File: config.mk
export PLATFORM = sky130hd
export DESIGN_NAME = puf_rng_collector
export DESIGN_NICKNAME = d
export VERILOG_FILES = /design/src/rtl/puf_rng_pkg.sv /design/src/rtl/prim_fifo_sync.sv /design/src/rtl/puf_rng_collector.sv
export SDC_FILE = /design/constraint.sdc
export NUM_CORES = 1
export LEC_CHECK = 0
export BUFFER_PORTS_ARGS = -buffer_cell sky130_fd_sc_hd__buf_2
export CORE_UTILIZATION = 55
export CTS_CLUSTER_SIZE = 24
export DETAILED_ROUTE_END_ITERATION = 6
export HOLD_SLACK_MARGIN = 0.1
export PLACE_DENSITY = 0.73
export SLEW_MARGIN = 20
export SYNTH_ARGS = -nofsm -noshare
export SYNTH_HDL_FRONTEND = slang
export SYNTH_SLANG_ARGS = --single-unit
export TNS_END_PERCENT = 10
File: constraint.sdc
create_clock -name clk_i -period 8.75 [get_ports clk_i]
set_input_delay 0.4375 -clock clk_i [delete_from_list [all_inputs] [get_ports clk_i]]
set_output_delay 0.4375 -clock clk_i [all_outputs]
set_load 0.01 [all_outputs]
File: src/rtl/puf_rng_pkg.sv
// Shared types and defaults for the PUF RNG nibble collector.
package puf_rng_pkg;

  typedef enum logic [1:0] {
    IDLE = 2'd0,
    REQ  = 2'd1,
    HALT = 2'd2
  } rng_col_state_e;

  localparam int NibW            = 4;
  localparam int DefWordWidth    = 32;
  localparam int DefFifoDepth    = 4;
  localparam int DefRepCntThresh = 8;

endpackage

File: src/rtl/prim_fifo_sync.sv
// Synchronous word FIFO with optional pass-through when empty.
module prim_fifo_sync #(
  parameter int Width  = 32,
  parameter int Depth  = 4,
  parameter bit Pass   = 1'b0,
  parameter int DepthW = $clog2(Depth + 1)
) (
  input  logic              clk_i,
  input  logic              rst_ni,
  input  logic              wvalid_i,
  output logic              wready_o,
  input  logic [Width-1:0]  wdata_i,
  output logic              rvalid_o,
  input  logic              rready_i,
  output logic [Width-1:0]  rdata_o,
  output logic [DepthW-1:0] depth_o
);

  localparam int PtrW = (Depth > 1) ? $clog2(Depth) : 1;
  localparam logic [PtrW-1:0]   PtrLast  = PtrW'(Depth - 1);
  localparam logic [DepthW-1:0] DepthMax = DepthW'(Depth);

  logic [Width-1:0] mem [Depth];
  logic [PtrW-1:0]  wptr, rptr;
  logic             empty, full, bypass, wr_en, rd_en;

  assign empty    = (depth_o == '0);
  assign full     = (depth_o == DepthMax);
  assign bypass   = Pass & empty;
  assign wready_o = ~full;
  assign rvalid_o = ~empty | (bypass & wvalid_i);
  assign rdata_o  = bypass ? wdata_i : mem[rptr];
  // A bypassed word consumed in the same cycle never enters storage.
  assign wr_en    = wvalid_i & ~full & ~(bypass & rready_i);
  assign rd_en    = rready_i & ~empty;

  // Pointer and occupancy tracking.
  always_ff @(posedge clk_i or negedge rst_ni) begin
    if (!rst_ni) begin
      wptr    <= '0;
      rptr    <= '0;
      depth_o <= '0;
    end else begin
      if (wr_en) wptr <= (wptr == PtrLast) ? '0 : wptr + 1'b1;
      if (rd_en) rptr <= (rptr == PtrLast) ? '0 : rptr + 1'b1;
      case ({wr_en, rd_en})
        2'b10:   depth_o <= depth_o + 1'b1;
        2'b01:   depth_o <= depth_o - 1'b1;
        default: depth_o <= depth_o;
      endcase
    end
  end

  // Storage array; contents need no reset since occupancy gates reads.
  always_ff @(posedge clk_i) begin
    if (wr_en) mem[wptr] <= wdata_i;
  end

endmodule

File: src/rtl/puf_rng_collector.sv
// Collects PUF RNG nibbles, runs a repetition-count health test, packs
// nibbles into words and buffers them for a valid/ready entropy consumer.
module puf_rng_collector
  import puf_rng_pkg::*;
#(
  parameter int WordWidth    = DefWordWidth,
  parameter int FifoDepth    = DefFifoDepth,
  parameter int RepCntThresh = DefRepCntThresh
) (
  input  logic                           clk_i,
  input  logic                           rst_ni,
  input  logic                           enable_i,
  input  logic                           rng_mode_i,
  input  logic [NibW-1:0]                rng4bit_i,
  input  logic                           rng4bit_done_i,
  output logic                           es_rng_req_o,
  output logic                           word_valid_o,
  input  logic                           word_ready_i,
  output logic [WordWidth-1:0]           word_o,
  output logic [$clog2(FifoDepth+1)-1:0] fifo_depth_o,
  output logic                           health_fail_o,
  input  logic                           health_clr_i
);

  localparam int NibPerWord = WordWidth / NibW;
  localparam int NibCntW    = (NibPerWord > 1) ? $clog2(NibPerWord) : 1;
  localparam int RepCntW    = $clog2(RepCntThresh + 1);
  localparam int DepthW     = $clog2(FifoDepth + 1);
  localparam logic [NibCntW-1:0] LastNib     = NibCntW'(NibPerWord - 1);
  localparam logic [RepCntW-1:0] RepMax      = RepCntW'(RepCntThresh);
  localparam logic [DepthW-1:0]  DepthFull   = DepthW'(FifoDepth);
  localparam logic [DepthW-1:0]  DepthAlmost = DepthW'(FifoDepth - 1);

  rng_col_state_e       state;
  logic [NibCntW-1:0]   nib_cnt;
  logic [RepCntW-1:0]   rep_cnt, rep_next;
  logic [NibW-1:0]      prev_nib;
  logic [WordWidth-1:0] word_buf, word_next, fifo_rdata;
  logic                 nib_acc, health_trip, push, pop, fifo_wready, can_start;

  // A nibble counts only while requesting and not being disabled this cycle.
  assign nib_acc     = es_rng_req_o & rng4bit_done_i & enable_i & rng_mode_i;
  assign health_trip = nib_acc & (rep_next == RepMax);
  assign push        = nib_acc & ~health_trip & (nib_cnt == LastNib);
  assign pop         = word_valid_o & word_ready_i;
  assign can_start   = enable_i & rng_mode_i & ~health_fail_o & (fifo_depth_o < DepthFull);
  assign word_o      = word_valid_o ? fifo_rdata : '0;

  // Run length of the incoming nibble, counting from 1 after IDLE/reset.
  always_comb begin
    rep_next = RepCntW'(1);
    if (rep_cnt != '0 && rng4bit_i == prev_nib)
      rep_next = (rep_cnt == RepMax) ? RepMax : rep_cnt + 1'b1;
  end

  // Current word with the incoming nibble dropped into its slot.
  always_comb begin
    word_next = word_buf;
    word_next[NibW*nib_cnt +: NibW] = rng4bit_i;
  end

  // Nibble assembly register.
  always_ff @(posedge clk_i) begin
    if (nib_acc) word_buf <= word_next;
  end

  // Control FSM with nibble count, health state and registered request.
  always_ff @(posedge clk_i or negedge rst_ni) begin
    if (!rst_ni) begin
      state         <= IDLE;
      es_rng_req_o  <= 1'b0;
      health_fail_o <= 1'b0;
      nib_cnt       <= '0;
      rep_cnt       <= '0;
      prev_nib      <= '0;
    end else begin
      case (state)
        IDLE: begin
          if (can_start) begin
            state        <= REQ;
            es_rng_req_o <= 1'b1;
          end
        end
        REQ: begin
          if (!enable_i || !rng_mode_i) begin
            state        <= IDLE;
            es_rng_req_o <= 1'b0;
            nib_cnt      <= '0;
            rep_cnt      <= '0;
          end else if (health_trip) begin
            state         <= HALT;
            es_rng_req_o  <= 1'b0;
            health_fail_o <= 1'b1;
            nib_cnt       <= '0;
            rep_cnt       <= rep_next;
          end else if (nib_acc) begin
            prev_nib <= rng4bit_i;
            rep_cnt  <= rep_next;
            if (push) begin
              nib_cnt <= '0;
              // Stop before the FIFO can overflow; resume from IDLE once drained.
              if (fifo_depth_o >= DepthAlmost) begin
                state        <= IDLE;
                es_rng_req_o <= 1'b0;
                rep_cnt      <= '0;
              end
            end else begin
              nib_cnt <= nib_cnt + 1'b1;
            end
          end
        end
        HALT: begin
          if (health_clr_i) begin
            state         <= IDLE;
            health_fail_o <= 1'b0;
            rep_cnt       <= '0;
          end
        end
        default: begin
          state        <= IDLE;
          es_rng_req_o <= 1'b0;
        end
      endcase
    end
  end

  prim_fifo_sync #(
    .Width (WordWidth),
    .Depth (FifoDepth),
    .Pass  (1'b0)
  ) u_fifo (
    .clk_i    (clk_i),
    .rst_ni   (rst_ni),
    .wvalid_i (push),
    .wready_o (fifo_wready),
    .wdata_i  (word_next),
    .rvalid_o (word_valid_o),
    .rready_i (word_ready_i),
    .rdata_o  (fifo_rdata),
    .depth_o  (fifo_depth_o)
  );

  a_no_overflow: assert property (@(posedge clk_i) disable iff (!rst_ni)
    push |-> fifo_wready);
  a_halt_no_req: assert property (@(posedge clk_i) disable iff (!rst_ni)
    (state == HALT) |-> !es_rng_req_o);
  a_word_stable: assert property (@(posedge clk_i) disable iff (!rst_ni)
    (word_valid_o && !word_ready_i) |=> $stable(word_o));

endmodule
* Word level (Yosys, flattened, before mapping)
Memory sizes are Yosys's and may differ from the RTL's.
Cells that the tools add are included.
W data, S select, Z words.
** Word-level totals
- Word-level logic and storage cells :: 112
- Register bits after elaboration :: 54
- Input port bits :: 11
- RAM bits :: 128
- Memories kept :: 1
- Output and inout port bits :: 38
** Memory list
- u_fifo.mem :: words 4, bits a word 32, read ports 1, clocked after Yosys merged registers in 0, wr ports 1, RTL line prim_fifo_sync.sv:23 : logic [Width-1:0] mem [Depth];
** Operators by class
- Equal/unequal tests :: 18
- Bitwise logic cells :: 17
- Mux-type cells :: 39
- Shift operators :: 2
- Order comparisons :: 2
- Add/sub/neg operators :: 7
- Reduce and logical (&&, ||, !) cells :: 16
** Operator list (number)
- $neg A5 Y34 :: 1
- $shift A4 B34 Y32 const A :: 1
- $shiftx A4 B34 Y32 :: 1
- $bwmux W32 :: 1
- $mux W32 :: 1
- $mux W4 :: 8
- $mux W2 :: 9
- $mux W3 :: 4
- $and A1 B1 Y1 :: 11
- $mux W1 :: 11
- $reduce_and A5 Y1 :: 2
- $eq A2 B2 Y1 const B :: 4
- $eq A4 B4 Y1 const B :: 2
- $ne A2 B2 Y1 const B :: 4
- $ne A4 B4 Y1 const B :: 2
- $pmux W4 S2 :: 1
- $reduce_and A4 Y1 :: 2
- $add A3 B1 Y3 const B :: 2
- $eq A3 B3 Y1 const B :: 2
- $not A1 Y1 :: 6
- $pmux W2 S3 :: 1
- $pmux W3 S2 :: 1
- $add A2 B1 Y2 const B :: 2
- $add A4 B1 Y4 const B :: 1
- other kinds (18) :: 21

* Longest topological paths before layout
Gate-level depths: netlist of run 1.
- Depth in word-level cells :: 13
- Mapped depth :: 14
- Gate-level depth less buffers :: 13

* Hierarchy
From an unflattened synthesis of run 1, not the netlist that was laid out.
** Second synthesis, totals
- Cells, all modules :: 466
- Area total of the unflattened synthesis :: 7714.9 um^2
** Modules (own cells, without submodules)
- prim_fifo_sync :: area an instance 5068.6 um^2, seq. area each 4018.9 um^2, cells an instance 208, instances 1
- puf_rng_collector :: area an instance 2646.3 um^2, seq. area each 1336.3 um^2, cells an instance 258, instances 1

* Worst setup path before layout of run 1
Ideal clock, no wire load.
- Path kind :: reg2reg
- Start :: register es_rng_req_o
- End :: memory u_fifo.mem[3][0] (enable)
- Arrival :: 3390 ps
- Slack :: 4968 ps
- Cell stages (with the launch flop) :: 6
- Library setup time :: 392 ps
- Data required time :: 8358 ps
- Clock period less this slack :: 3782 ps
- Buffers on the path :: 1
- Cell sequence :: dfrtp_1 -> nand2_1 -> nor2_1 -> and4_4 -> buf_6 -> and2_1
** Between the ends
- Word-level cells in the longest chain between the ends :: 10
** RTL lines
- start: declaration :: RTL line puf_rng_collector.sv:16 : output logic es_rng_req_o,
- start signal: assignment :: RTL line puf_rng_collector.sv:71 : es_rng_req_o <= 1'b0;
- start signal: assignment :: RTL line puf_rng_collector.sv:81 : es_rng_req_o <= 1'b1;
- start signal: assignment :: RTL line puf_rng_collector.sv:87 : es_rng_req_o <= 1'b0;
- $and A1 B1 Y1 * (3 in a row) :: RTL line puf_rng_collector.sv:42 : assign nib_acc = es_rng_req_o & rng4bit_done_i & enable_i & rng_mode_i;
- via nib_acc :: RTL line puf_rng_collector.sv:39 : logic nib_acc, health_trip, push, pop, fifo_wready, can_start;
- $and A1 B1 Y1 :: RTL line puf_rng_collector.sv:43 : assign health_trip = nib_acc & (rep_next == RepMax);
- $not A1 Y1 (no source line)
- $and A1 B1 Y1 * (2 in a row) :: RTL line puf_rng_collector.sv:44 : assign push = nib_acc & ~health_trip & (nib_cnt == LastNib);
- $and A1 B1 Y1 * :: RTL line prim_fifo_sync.sv:34 : assign wr_en = wvalid_i & ~full & ~(bypass & rready_i);
- $mux W1 * :: RTL line prim_fifo_sync.sv:56 : if (wr_en) mem[wptr] <= wdata_i;
- $mux W1 (not written as such) * :: RTL line prim_fifo_sync.sv:56
- end: declaration :: RTL line prim_fifo_sync.sv:23
Mark *: on every way through the listed nets, which the timed path passes. The rest lies on a longest branch.

* Final worst setup path of run 1
- Start :: register u_fifo.rptr[0]
- End :: output word_o[3]
** Between the ends
- Word-level cells in the longest chain between the ends :: 2
** RTL lines
- start: declaration :: RTL line prim_fifo_sync.sv:24 : logic [PtrW-1:0] wptr, rptr;
- start signal: assignment :: RTL line prim_fifo_sync.sv:45 : if (rd_en) rptr <= (rptr == PtrLast) ? '0 : rptr + 1'b1;
- $mem_v2 Z4 W32
- $mux W32 :: RTL line puf_rng_collector.sv:47 : assign word_o = word_valid_o ? fifo_rdata : '0;
- end: declaration :: RTL line puf_rng_collector.sv:19 : output logic [WordWidth-1:0] word_o,
No other way between the ends.

==> impl_metrics.ini, run 1 <==
[setup_path]
critical_path_top_delay_cell = dfrtp_2
cp_top_family = flip-flops
worst_path_largest_cell_delay_ns = 0.69
timing.critical_path.to_type = primary output
critical_path.startpoint_type = register
r2r_start = u_fifo.depth_o[2]
crit_chain = buf_4 > mux4_2 > and2_1 > buf_2
timing_worst_setup_path_type = register to primary output
critical_path_arrival_ns = 2.48
cp.buffers_inverters = 2
r2r.worst_path.cells = 9
worst_ep_required_time_ns = 8.31
reg2reg_to = u_fifo.depth_o[2]
critical_path_peak_fanout = 19
timing.reg2reg.setup_slack_ns = 6.02

[sta]
max_freq_ghz = 0.342
tightest_slew_ns = 1.01
timing.final.max_slew_violations = 0
min_period_over_period = 0.334
timing.max_slew.rel_slack = 0.323
timing.setup.tns_ns = 0
setup_violations = 0
rsz_0062_raised_after_global_routing = false
timing.final.hold_violations = 0
worst_clock_skew_ns = 0.00520
post-route-min-period_ns = 2.92

[clocking]
clock-root-buffer = clkbuf_16
cts_buffers = 17
cts_sinks = 182
cts.htree.levels = 4
cts.path.max_buffers = 2
ctsResizeCount = 0
cts_tree = done
clk_transition_reported_paths_ns = 0.06
clock_latency_ns = 0.42

[yosys]
synth-edff-count = 160
synthTopCellsByArea = edfxtp_1 63%, mux4_2 9.4%, dfrtp_1 7.2%
synth-warning-count = 0
syn_inst = 457
synth.largest_area_cell = edfxtp_1
seq_area_frac_synth = 0.700
syn_nets = 484
synth.avg_cell_area_um2 = 16.7
yosys_register_bits = 182
async_reset_ff_frac = 0.121
yosys_most_used_dff = edfxtp_1
netlist.area_leader.share = 0.628
synthDistinctLibCells = 41
synthesis.area_um2 = 7640

[power_and_ir_drop]
clock_power_share = 0.440
pwr_density_cell_nw_per_um2 = 207
pwr-share-comb = 0.029
ir_worst_vdd_mv = 0.131
power.switching_fraction = 0.183
sequentialPowerShare = 0.532
total_leakage_power_nw = 3.15
net-switching-power_w = 0.000330
internal_power_w = 0.00147

[die]
placeableCoreArea_um2 = 13400
die_height_um = 120
dieWidth_um = 120
std_cell_rows = 42
initial_core_util = 0.570
top_level_ports = 49
design.die.area_um2 = 14400

[route]
vias_after_detailed_routing = 4019
drt_iter0_drc = 366
vias_per_cell = 5.70
firstDrtPassIters = 5
postRouteWirelength_um = 13500
wl_per_cell_um = 19.2
drc_errors = 0
drt.antenna.violating_nets = 0

[layout]
finalNetCount = 544
antenna_cells = 0
layout-drive-gt1-share = 0.251
design_area_um2 = 8710
syn_to_final_growth_pct = 13.9

[place]
replace_congestion = 0.819
cell_area_after_placement_um2 = 8080
place.detailed.hpwl_um = 8390
place.port_buffers = 48

[hold_path]
min-delay-path-class = primary input to register
min_to = state[1]
timing.hold.worst_path_depth = 2
worst_min_delay_path_startpoint = health_clr_i

[global_route]
grt_pass1_vias = 4171
global_route_wire_length_before_repair_um = 21600
grt_overflow_total = 0
pin_count_of_the_biggest_net_entering_global_routing = 35
antenna_found_initial = 0
globalRouteTotalUtil = 0.206

[run_status]
status = finished, final reports clean

[flow_run]
max_cap_viol_count = 0
[cell usage in the layout (no fill, tap or decap), types with 6 or more instances in the layout]
cell / n
mux2_4: 6
nand2_1: 53
inv_1: 16
mux2_2: 9
dfrtp_1: 20
edfxtp_1: 160
buf_2: 48
o21ai_0: 33
and2_1: 37
xor2_1: 6
mux4_2: 32
nand3_1: 6
ha_1: 15
buf_4: 6
clkbuf_16: 17
[power by group through the flow]
stage / logic, W / registers (W) / clock network, W
6_report: 0.0000520 / 0.000956 / 0.000791
5_1_grt: 0.0000568 / 0.000957 / 0.000838
4_1_cts: 0.0000517 / 0.000956 / 0.000802
3_5_place_dp: 0.0000510 / 0.000974 / 0
3_3_place_gp: 0.0000481 / 0.000974 / 0
2_1_floorplan: 0.0000346 / 0.000973 / 0
[layout make-up]
type                    instances  area, µm²
repair buffers                 55        295
well taps                     176        220
multi-input cells             245       2160
clock inverters                13        186
clock buffers                  18        429
fillers                       919       4690
flip-flops and latches        182       5360
inverters                      16       60.1
[synth_stat cells, types with 2 or more instances]
master    instances
edfxtp_1        160
nor3_1            5
nor4b_1           2
ha_1             15
xnor2_1           2
dfrtp_1          22
nand2b_1          2
buf_6             2
nand2_1          53
buf_2             3
o21ai_0          33
a22o_1            2
nor2b_1           5
clkbuf_1          9
a21o_1            2
a32o_1            3
mux2_4            6
inv_1            16
nand3_1           6
nor2_1            6
and2_1           37
nor3b_1           3
mux2_2            9
xor2_1            6
mux4_2           32
[state kept, by name, summed over array words and instances (netlist names)]
name            count
prev_nib            4
u_fifo.depth_o      3
state               2
u_fifo.rptr         2
rep_cnt             4
health_fail_o       1
word_buf           32
es_rng_req_o        1
u_fifo.wptr         2
u_fifo.mem        128
nib_cnt             3
[worst max-delay path by stage]
stage / startpoint / endpoint / slack [ns] / cells after the start
CTS: u_fifo.rptr[0] / word_o[0] / 5.74 / 4
finish: u_fifo.rptr[0] / word_o[3] / 5.83 / 4
global placement: rng4bit_i[2] / u_fifo.depth_o[2] / 6.06 / 12
detailed placement: u_fifo.depth_o[2] / u_fifo.depth_o[2] / 5.97 / 9
global route: u_fifo.rptr[0] / word_o[18] / 5.63 / 4
floorplan: es_rng_req_o / u_fifo.mem[3][0] / 4.97 / 5
[timing repair]
item | 4_1_cts | 5_1_grt
setup endpoints to repair | 0 | 0
hold buffers | 1 | 0
hold endpoints to repair | 22 | 0
setup buffers | 0 | 0
[cell families (layout without fill, tap and decap cells)]
family / after synthesis / in the layout / share of synthesized area
adders and majority gates: 16 / 16 / 0.0272
xor gates and xnor gates: 8 / 8 / 0.00917
DFF: 182 / 182 / 0.700
and+or+nand+nor: 126 / 126 / 0.0882
AOI/OAI and AO/OA: 47 / 47 / 0.0372
muxes: 48 / 48 / 0.121
buffers and inverters: 30 / 102 / 0.0172
[per-layer routing]
layer	global-route usage	up-vias	wire, µm
met5	0	-	0
met1	0.255	2024	5590
li1	-	1858	-
met4	0.0969	0	335
met2	0.342	114	6910
met3	0.0490	23	678
[per-stage QoR]
stage / instances / util / setup WS (ns) / power, W / hold slack (ns)
after floorplan: 457 / - / 4.97 / 0.00101 / 0.142
after global placement: 673 / 0.603 / 6.06 / 0.00102 / 0.434
after detailed placement: 673 / 0.603 / 5.97 / 0.00103 / 0.442
after CTS: 705 / 0.650 / 5.74 / 0.00181 / 0.206
after global routing: 705 / 0.650 / 5.63 / 0.00185 / 0.218
final: 705 / 0.650 / 5.83 / 0.00180 / 0.226
Note: power is estimated with default switching activity, not from simulation.
==> run 2: changes to the inputs <==
--- a/config.mk
+++ b/config.mk
@@ -5,6 +5,7 @@
 export SDC_FILE = /design/constraint.sdc
 export NUM_CORES = 1
 export LEC_CHECK = 0
+export ABC_AREA = 1
 export BUFFER_PORTS_ARGS = -buffer_cell sky130_fd_sc_hd__buf_2
 export CORE_UTILIZATION = 55
 export CTS_CLUSTER_SIZE = 24
==> constraint.sdc (replaced) <==
create_clock -name clk_i -period 3 [get_ports clk_i]
set_input_delay 0.15 -clock clk_i [delete_from_list [all_inputs] [get_ports clk_i]]
set_output_delay 0.15 -clock clk_i [all_outputs]
set_load 0.01 [all_outputs]
==> run 2 against run 1 <==
Net effect:
- count of clock-buffer cells in the layout unchanged
- cell area up 2.5%
- combinational power rose to 43 times the previous value
- sequential share of layout area down 1.5 points
- clock skew up 0.0047 ns
==> impl_metrics.ini, run 2 <==
[setup_path]
critical_path_peak_fanout = 9
crit_chain = inv_1 > ha_1 > nand3_1 > nand2_2 > nand2_2 > nor2_4 > nand3_4 > nand3_4 > ha_1 > inv_1 > fa_1 > a21oi_1 > o21ai_0 > xor2_1
worst_path_largest_cell_delay_ns = 0.42
critical_path.startpoint_type = register
timing_worst_setup_path_type = register to register
r2r.worst_path.cells = 14
critical_path_top_delay_cell = dfrtp_1
critical_path_cell_count = 14
cp.buffers_inverters = 2
startpoint = rep_cnt[0]
r2r_start = rep_cnt[0]
cp-endpoint = u_fifo.depth_o[2]
reg2reg_to = u_fifo.depth_o[2]
cp_top_family = adder cells
timing.critical_path.to_type = register
worst_ep_required_time_ns = 3.30
timing.reg2reg.setup_slack_ns = 0.44
critical_path_arrival_ns = 2.87

[yosys]
syn_inst = 655
seq_area_frac_synth = 0.685
synth.avg_cell_area_um2 = 11.9
yosys_register_bits = 182
synth.largest_area_cell = edfxtp_1
synthTopCellsByArea = edfxtp_1 61%, nor2_1 7.2%, dfrtp_1 7.0%
synth-edff-count = 160
synth_top_family_by_area = simple AND/OR/NAND/NOR gates
synth_fa_ha_area_frac = 0.0266
async_reset_ff_frac = 0.121
yosys_most_used_dff = edfxtp_1
synth_top_cells_by_count = 160 x edfxtp_1, 151 x nor2_1, 80 x o21ai_0, 41 x inv_1, 39 x nand2_1
yosys.cell_count.top_type = edfxtp_1
synthDistinctLibCells = 34
multiplexer_area_fraction_after_synthesis = 0.0358
synth_compound_gate_area_share = 0.0830
post_synthesis_simple_gate_area_fraction = 0.130
netlist.area_leader.share = 0.614
synth-warning-count = 0
syn_nets = 682
synthesis.area_um2 = 7820
synth_xor_area_frac = 0.00448

[route]
wl_per_cell_um = 18.1
drt.antenna.violating_nets = 0
drc_errors = 0
postRouteWirelength_um = 16500
vias_after_detailed_routing = 5092
firstDrtPassIters = 5
drt_iter0_drc = 429
vias_per_cell = 5.60

[global_route]
global_route_wire_length_before_repair_um = 26100
grt_pass1_vias = 5058
globalRouteTotalUtil = 0.244
grt_overflow_total = 0
antenna_found_initial = 0
pin_count_of_the_biggest_net_entering_global_routing = 67

[power_and_ir_drop]
sequentialPowerShare = 0.408
internal_power_w = 0.00480
clock_power_share = 0.286
net-switching-power_w = 0.00249
pwr_density_cell_nw_per_um2 = 816
ir_worst_vdd_mv = 0.498
power.switching_fraction = 0.342
pwr-share-comb = 0.306
total_leakage_power_nw = 3.26

[layout]
syn_to_final_growth_pct = 14.2
largest_registers = u_fifo.mem (128), word_buf (32)
utilization = 0.643
antenna_cells = 0
largest_register = u_fifo.mem
finalNetCount = 744
design_area_um2 = 8930
final.fill_count = 1039
largest_register_ff_count = 128
final_cell_mix = 160 x edfxtp_1, 147 x nor2_1, 80 x o21ai_0
layout-drive-gt1-share = 0.192
final_common_cell = edfxtp_1

[clocking]
clock-root-buffer = clkbuf_16
cts.htree.levels = 4
cts.path.max_buffers = 2
ctsResizeCount = 0
cts_buffers = 17
cts_sinks = 182
clock_latency_ns = 0.43
cts_tree = done
clk_transition_reported_paths_ns = 0.06

[place]
replace_congestion = 0.908
place.detailed.hpwl_um = 9930
cell_area_after_placement_um2 = 8330
place.port_buffers = 48

[sta]
timing.final.max_slew_violations = 0
timing.setup.tns_ns = 0
post-route-min-period_ns = 2.56
timing.max_slew.rel_slack = 0.403
fin_worst_hold_slack_ns = 0.164
setup_violations = 0
worst_clock_skew_ns = 0.00991
timing.final.hold_violations = 0
tightest_slew_ns = 0.894
max_freq_ghz = 0.390
min_period_over_period = 0.854
rsz_0062_raised_after_global_routing = false

[die]
dieWidth_um = 121
die_height_um = 121
top_level_ports = 49
std_cell_rows = 43
initial_core_util = 0.563
placeableCoreArea_um2 = 13900
design.die.area_um2 = 14700

[hold_path]
worst_min_delay_path_startpoint = rng4bit_i[0]
min-delay-path-class = primary input to register

[flow_run]
max_cap_viol_count = 0

[run_status]
status = finished, final reports clean
==> run 2: worst min-delay path by stage <==
stage / to / slack, ns / cells past startpoint
after floorplan: es_rng_req_o / -0.15 / 0
after global placement: u_fifo.rptr[1] / 0.15 / 1
after detailed placement: nib_cnt[1] / 0.16 / 1
after CTS: prev_nib[0] / 0.15 / 3
after global routing: prev_nib[0] / 0.16 / 3
final: prev_nib[0] / 0.16 / 3
==> run 2: cell families (layout without fill, tap and decap cells) <==
group                    after synthesis  after routing
AO/OA/AOI/OAI                        127            127
XOR/XNOR                               4              4
adder cells (fa/ha/maj)               16             16
buffers and inverters                 71            146
flip-flops                           182            182
multiplexers                          25             25
AND/OR/NAND/NOR                      230            230
==> run 2: worst reg2reg max path, cell delays in order (launching register included) <==
cell	delay, ns
dfrtp_1	0.42
inv_1	0.10
ha_1	0.20
nand3_1	0.13
nand2_2	0.10
nand2_2	0.06
nor2_4	0.11
nand3_4	0.13
nand3_4	0.16
ha_1	0.16
inv_1	0.06
fa_1	0.38
a21oi_1	0.14
o21ai_0	0.12
xor2_1	0.16
==> run 2: final cells by class <==
type | count | area (µm²) | share of cell area
Clock buffer | 18 | 429 | 0.0481
Multi-Input combinational cell | 402 | 2200 | 0.247
Clock inverter | 14 | 125 | 0.0140
Inverter | 45 | 169 | 0.0189
Timing Repair Buffer | 69 | 423 | 0.0474
Sequential cell | 182 | 5360 | 0.600
Tap cell | 180 | 225 | 0.0252
==> run 2: routing by layer <==
layer / share of wire / up-vias / GRT usage
li1: - / 2420 / -
met1: 0.44 / 2473 / 0.316
met2: 0.49 / 174 / 0.396
met3: 0.053 / 25 / 0.0639
met4: 0.022 / 0 / 0.0957
met5: 0 / - / 0
==> run 2: repair_timing <==
action,CTS,global route
endpoints found under the hold margin,28,0
hold buffers,5,0
buffers inserted,0,0
==> run 2: power groups by stage <==
stage	sequential (W)	clock, W	combinational [W]
after floorplan	0.00301	0	0.00144
after global placement	0.00302	0	0.00217
after detailed placement	0.00302	0	0.00223
after CTS	0.00297	0.00211	0.00225
after global routing	0.00298	0.00220	0.00249
final	0.00297	0.00209	0.00223
==> run 2: through the flow <==
step           total power, W  instances  setup WS (ns)
6_report              0.00729        910          0.438
5_1_grt               0.00767        910          0.213
4_1_cts               0.00733        910          0.448
3_5_place_dp          0.00525        873          0.464
3_3_place_gp          0.00519        873          0.547
2_1_floorplan         0.00446        655        0.00443
==> run 3: changes to the inputs <==
--- a/config.mk
+++ b/config.mk
@@ -7,11 +7,11 @@
 export LEC_CHECK = 0
 export ABC_AREA = 1
 export BUFFER_PORTS_ARGS = -buffer_cell sky130_fd_sc_hd__buf_2
-export CORE_UTILIZATION = 55
+export CORE_UTILIZATION = 54
 export CTS_CLUSTER_SIZE = 24
 export DETAILED_ROUTE_END_ITERATION = 6
 export HOLD_SLACK_MARGIN = 0.1
-export PLACE_DENSITY = 0.73
+export PLACE_DENSITY = 0.75
 export SLEW_MARGIN = 20
 export SYNTH_ARGS = -nofsm -noshare
 export SYNTH_HDL_FRONTEND = slang
==> constraint.sdc (replaced) <==
create_clock -name clk_i -period 2.1 [get_ports clk_i]
set_input_delay 0.105 -clock clk_i [delete_from_list [all_inputs] [get_ports clk_i]]
set_output_delay 0.105 -clock clk_i [all_outputs]
set_load 0.01 [all_outputs]
==> run 3 against run 2 <==
Net effect:
- the flow now finishes with violations (negative setup slack)
- via count increased by 3.9%
- first-iteration DRC count increased by 0.70%
- sequential power increased by 43%
- global-route usage increased by 0.40 points
- clock skew increased by 0.0064 ns
- cell count increased by 3.3%
- core utilization increased by 3.3 points
- die area increased by 1.8%
- sequential cell count unchanged
- critical path type unchanged
==> impl_metrics.ini, run 3 (same netlist as run 2, synthesis figures left out) <==
[setup_path]
timing.critical_path.mode_cell = nand3_4
critical_path_top_delay_cell = dfrtp_1
worst_ep_required_time_ns = 2.42
reg2reg_to = u_fifo.depth_o[2]
timing_worst_setup_path_type = register to register
cp_top_family = adder cells
critical_path_arrival_ns = 2.45
timing.critical_path.to_type = register
r2r_start = rep_cnt[0]
critical_path_peak_fanout = 4
timing.reg2reg.setup_slack_ns = -0.03
crit_chain = inv_2 > ha_4 > nand3_4 > nand2_2 > nand2_2 > nor2_4 > nand3_4 > nand3_4 > ha_4 > inv_2 > fa_2 > a21oi_2 > o21ai_1 > xor2_1
critical_path.startpoint_type = register
r2r.worst_path.cells = 14
worst_path_largest_cell_delay_ns = 0.42
cp.buffers_inverters = 2

[layout]
finalNetCount = 774
final_common_cell = edfxtp_1
largest_register = u_fifo.mem
syn_to_final_growth_pct = 21.0
largest_registers = u_fifo.mem (128), word_buf (32)
final_cells = 940
utilization = 0.676
layout-drive-gt1-share = 0.255
design_area_um2 = 9460
antenna_cells = 0
final_cell_mix = 160 x edfxtp_1, 146 x nor2_1, 72 x o21ai_0
largest_register_ff_count = 128

[hold_path]
min-delay-path-class = primary input to register
timing.hold.worst_path_depth = 3
min_to = prev_nib[0]
worst_min_delay_path_startpoint = rng4bit_i[0]

[sta]
post-route-min-period_ns = 2.13
timing.max_slew.rel_slack = 0.645
timing.final.max_slew_violations = 0
setup_violations = 1
final_critical_path_setup_slack_ns = -0.0330
fin_worst_hold_slack_ns = 0.116
tightest_slew_ns = 0.529
min_period_over_period = 1.02
max_freq_ghz = 0.469
rsz_0062_raised_after_global_routing = true
timing.final.hold_violations = 0
worst_clock_skew_ns = 0.0163

[power_and_ir_drop]
ir_worst_vdd_mv = 0.885
total_leakage_power_nw = 3.48
pwr_density_cell_nw_per_um2 = 1140

[die]
die_height_um = 122
dieWidth_um = 122
std_cell_rows = 43
design.die.area_um2 = 15000
initial_core_util = 0.559
top_level_ports = 49
placeableCoreArea_um2 = 14000

[run_status]
failed_checks = negative setup slack
status = complete, but fails checks

[clocking]
cts_sinks = 182
clk_transition_reported_paths_ns = 0.07
clock_latency_ns = 0.44
clock-root-buffer = clkbuf_16
cts_tree = done
cts.path.max_buffers = 2
cts.htree.levels = 4
cts_buffers = 17

[flow_run]
max_cap_viol_count = 0

[place]
place.port_buffers = 48
place.detailed.hpwl_um = 10200
dpl_cells = 895
replace_congestion = 0.837
pre_cts_slack_ns = -0.123
cell_area_after_placement_um2 = 8630

[global_route]
globalRouteTotalUtil = 0.248
pin_count_of_the_biggest_net_entering_global_routing = 43
antenna_found_initial = 0
grt_pass1_vias = 5084
grt_overflow_total = 0
global_route_wire_length_before_repair_um = 26700

[route]
firstDrtPassIters = 6
wl_per_cell_um = 18.3
postRouteWirelength_um = 17200
drc_errors = 0
vias_per_cell = 5.63
drt.antenna.violating_nets = 0
drt_iter0_drc = 432
vias_after_detailed_routing = 5290
[run 3: cell count changes in the layout (fill, tap and decap cells not counted), sizes merged]
| cell | delta |
|---|---|
| clkinv | -1 |
| inv | +2 |
| buf | +30 |
| clkbuf | -1 |
[run 3: worst max-delay path by stage]
stage / start / to / slack, ns / depth (start not counted)
finish: rep_cnt[0] / u_fifo.depth_o[2] / -0.03 / 14
global route: rep_cnt[0] / u_fifo.depth_o[2] / -0.18 / 14
CTS: rep_cnt[0] / u_fifo.depth_o[2] / -0.04 / 14
detailed placement: nib_cnt[0] / u_fifo.mem[3][22] / -0.12 / 7
global placement: nib_cnt[0] / u_fifo.mem[3][22] / -0.14 / 7
floorplan: rep_cnt[0] / u_fifo.depth_o[2] / -0.15 / 14
[run 3: metrics by stage]
stage	power, W	TNS (ns)
finish	0.0108	-0.0330
global route	0.0114	-0.888
floorplan	0.00640	-16.84
global placement	0.00754	-3.21
detailed placement	0.00764	-3.81
CTS	0.0108	-0.0465
[run 3: cell type report]
class,instances,area (µm²)
sequential,182,5360
fill,954,4530
multi-input combinational,402,2390
timing repair buffer,99,726
clock buffer,17,425
tap,180,225
inverter,45,169
clock inverter,15,165
[run 3: power by group]
part           switching [W]  total, W  internal (W)
sequential          0.000137   0.00425       0.00412
combinational        0.00216   0.00340       0.00124
clock                0.00145   0.00314       0.00168
total                0.00375    0.0108       0.00704
[run 3: layer usage]
layer / vias up / wire length (µm) / global-route usage
met5: - / 0 / 0
met4: 0 / 338 / 0.0930
met3: 29 / 1050 / 0.0562
met2: 206 / 8410 / 0.397
met1: 2578 / 7360 / 0.333
li1: 2477 / - / -
[run 3: repair_timing]
item	in CTS	in global routing
endpoints found under the hold margin	28	0
hold buffers	5	0
endpoints found under the setup margin	75	153
gates resized for setup	16	22
pin swaps	6	4
setup buffers	5	3
[run 3: worst register-to-register path: stages, from the launching register on]
cell,delay [ns]
dfrtp_1,0.42
inv_2,0.09
ha_4,0.15
nand3_4,0.07
nand2_2,0.08
nand2_2,0.06
nor2_4,0.11
nand3_4,0.09
nand3_4,0.08
ha_4,0.13
inv_2,0.04
fa_2,0.34
a21oi_2,0.13
o21ai_1,0.08
xor2_1,0.14
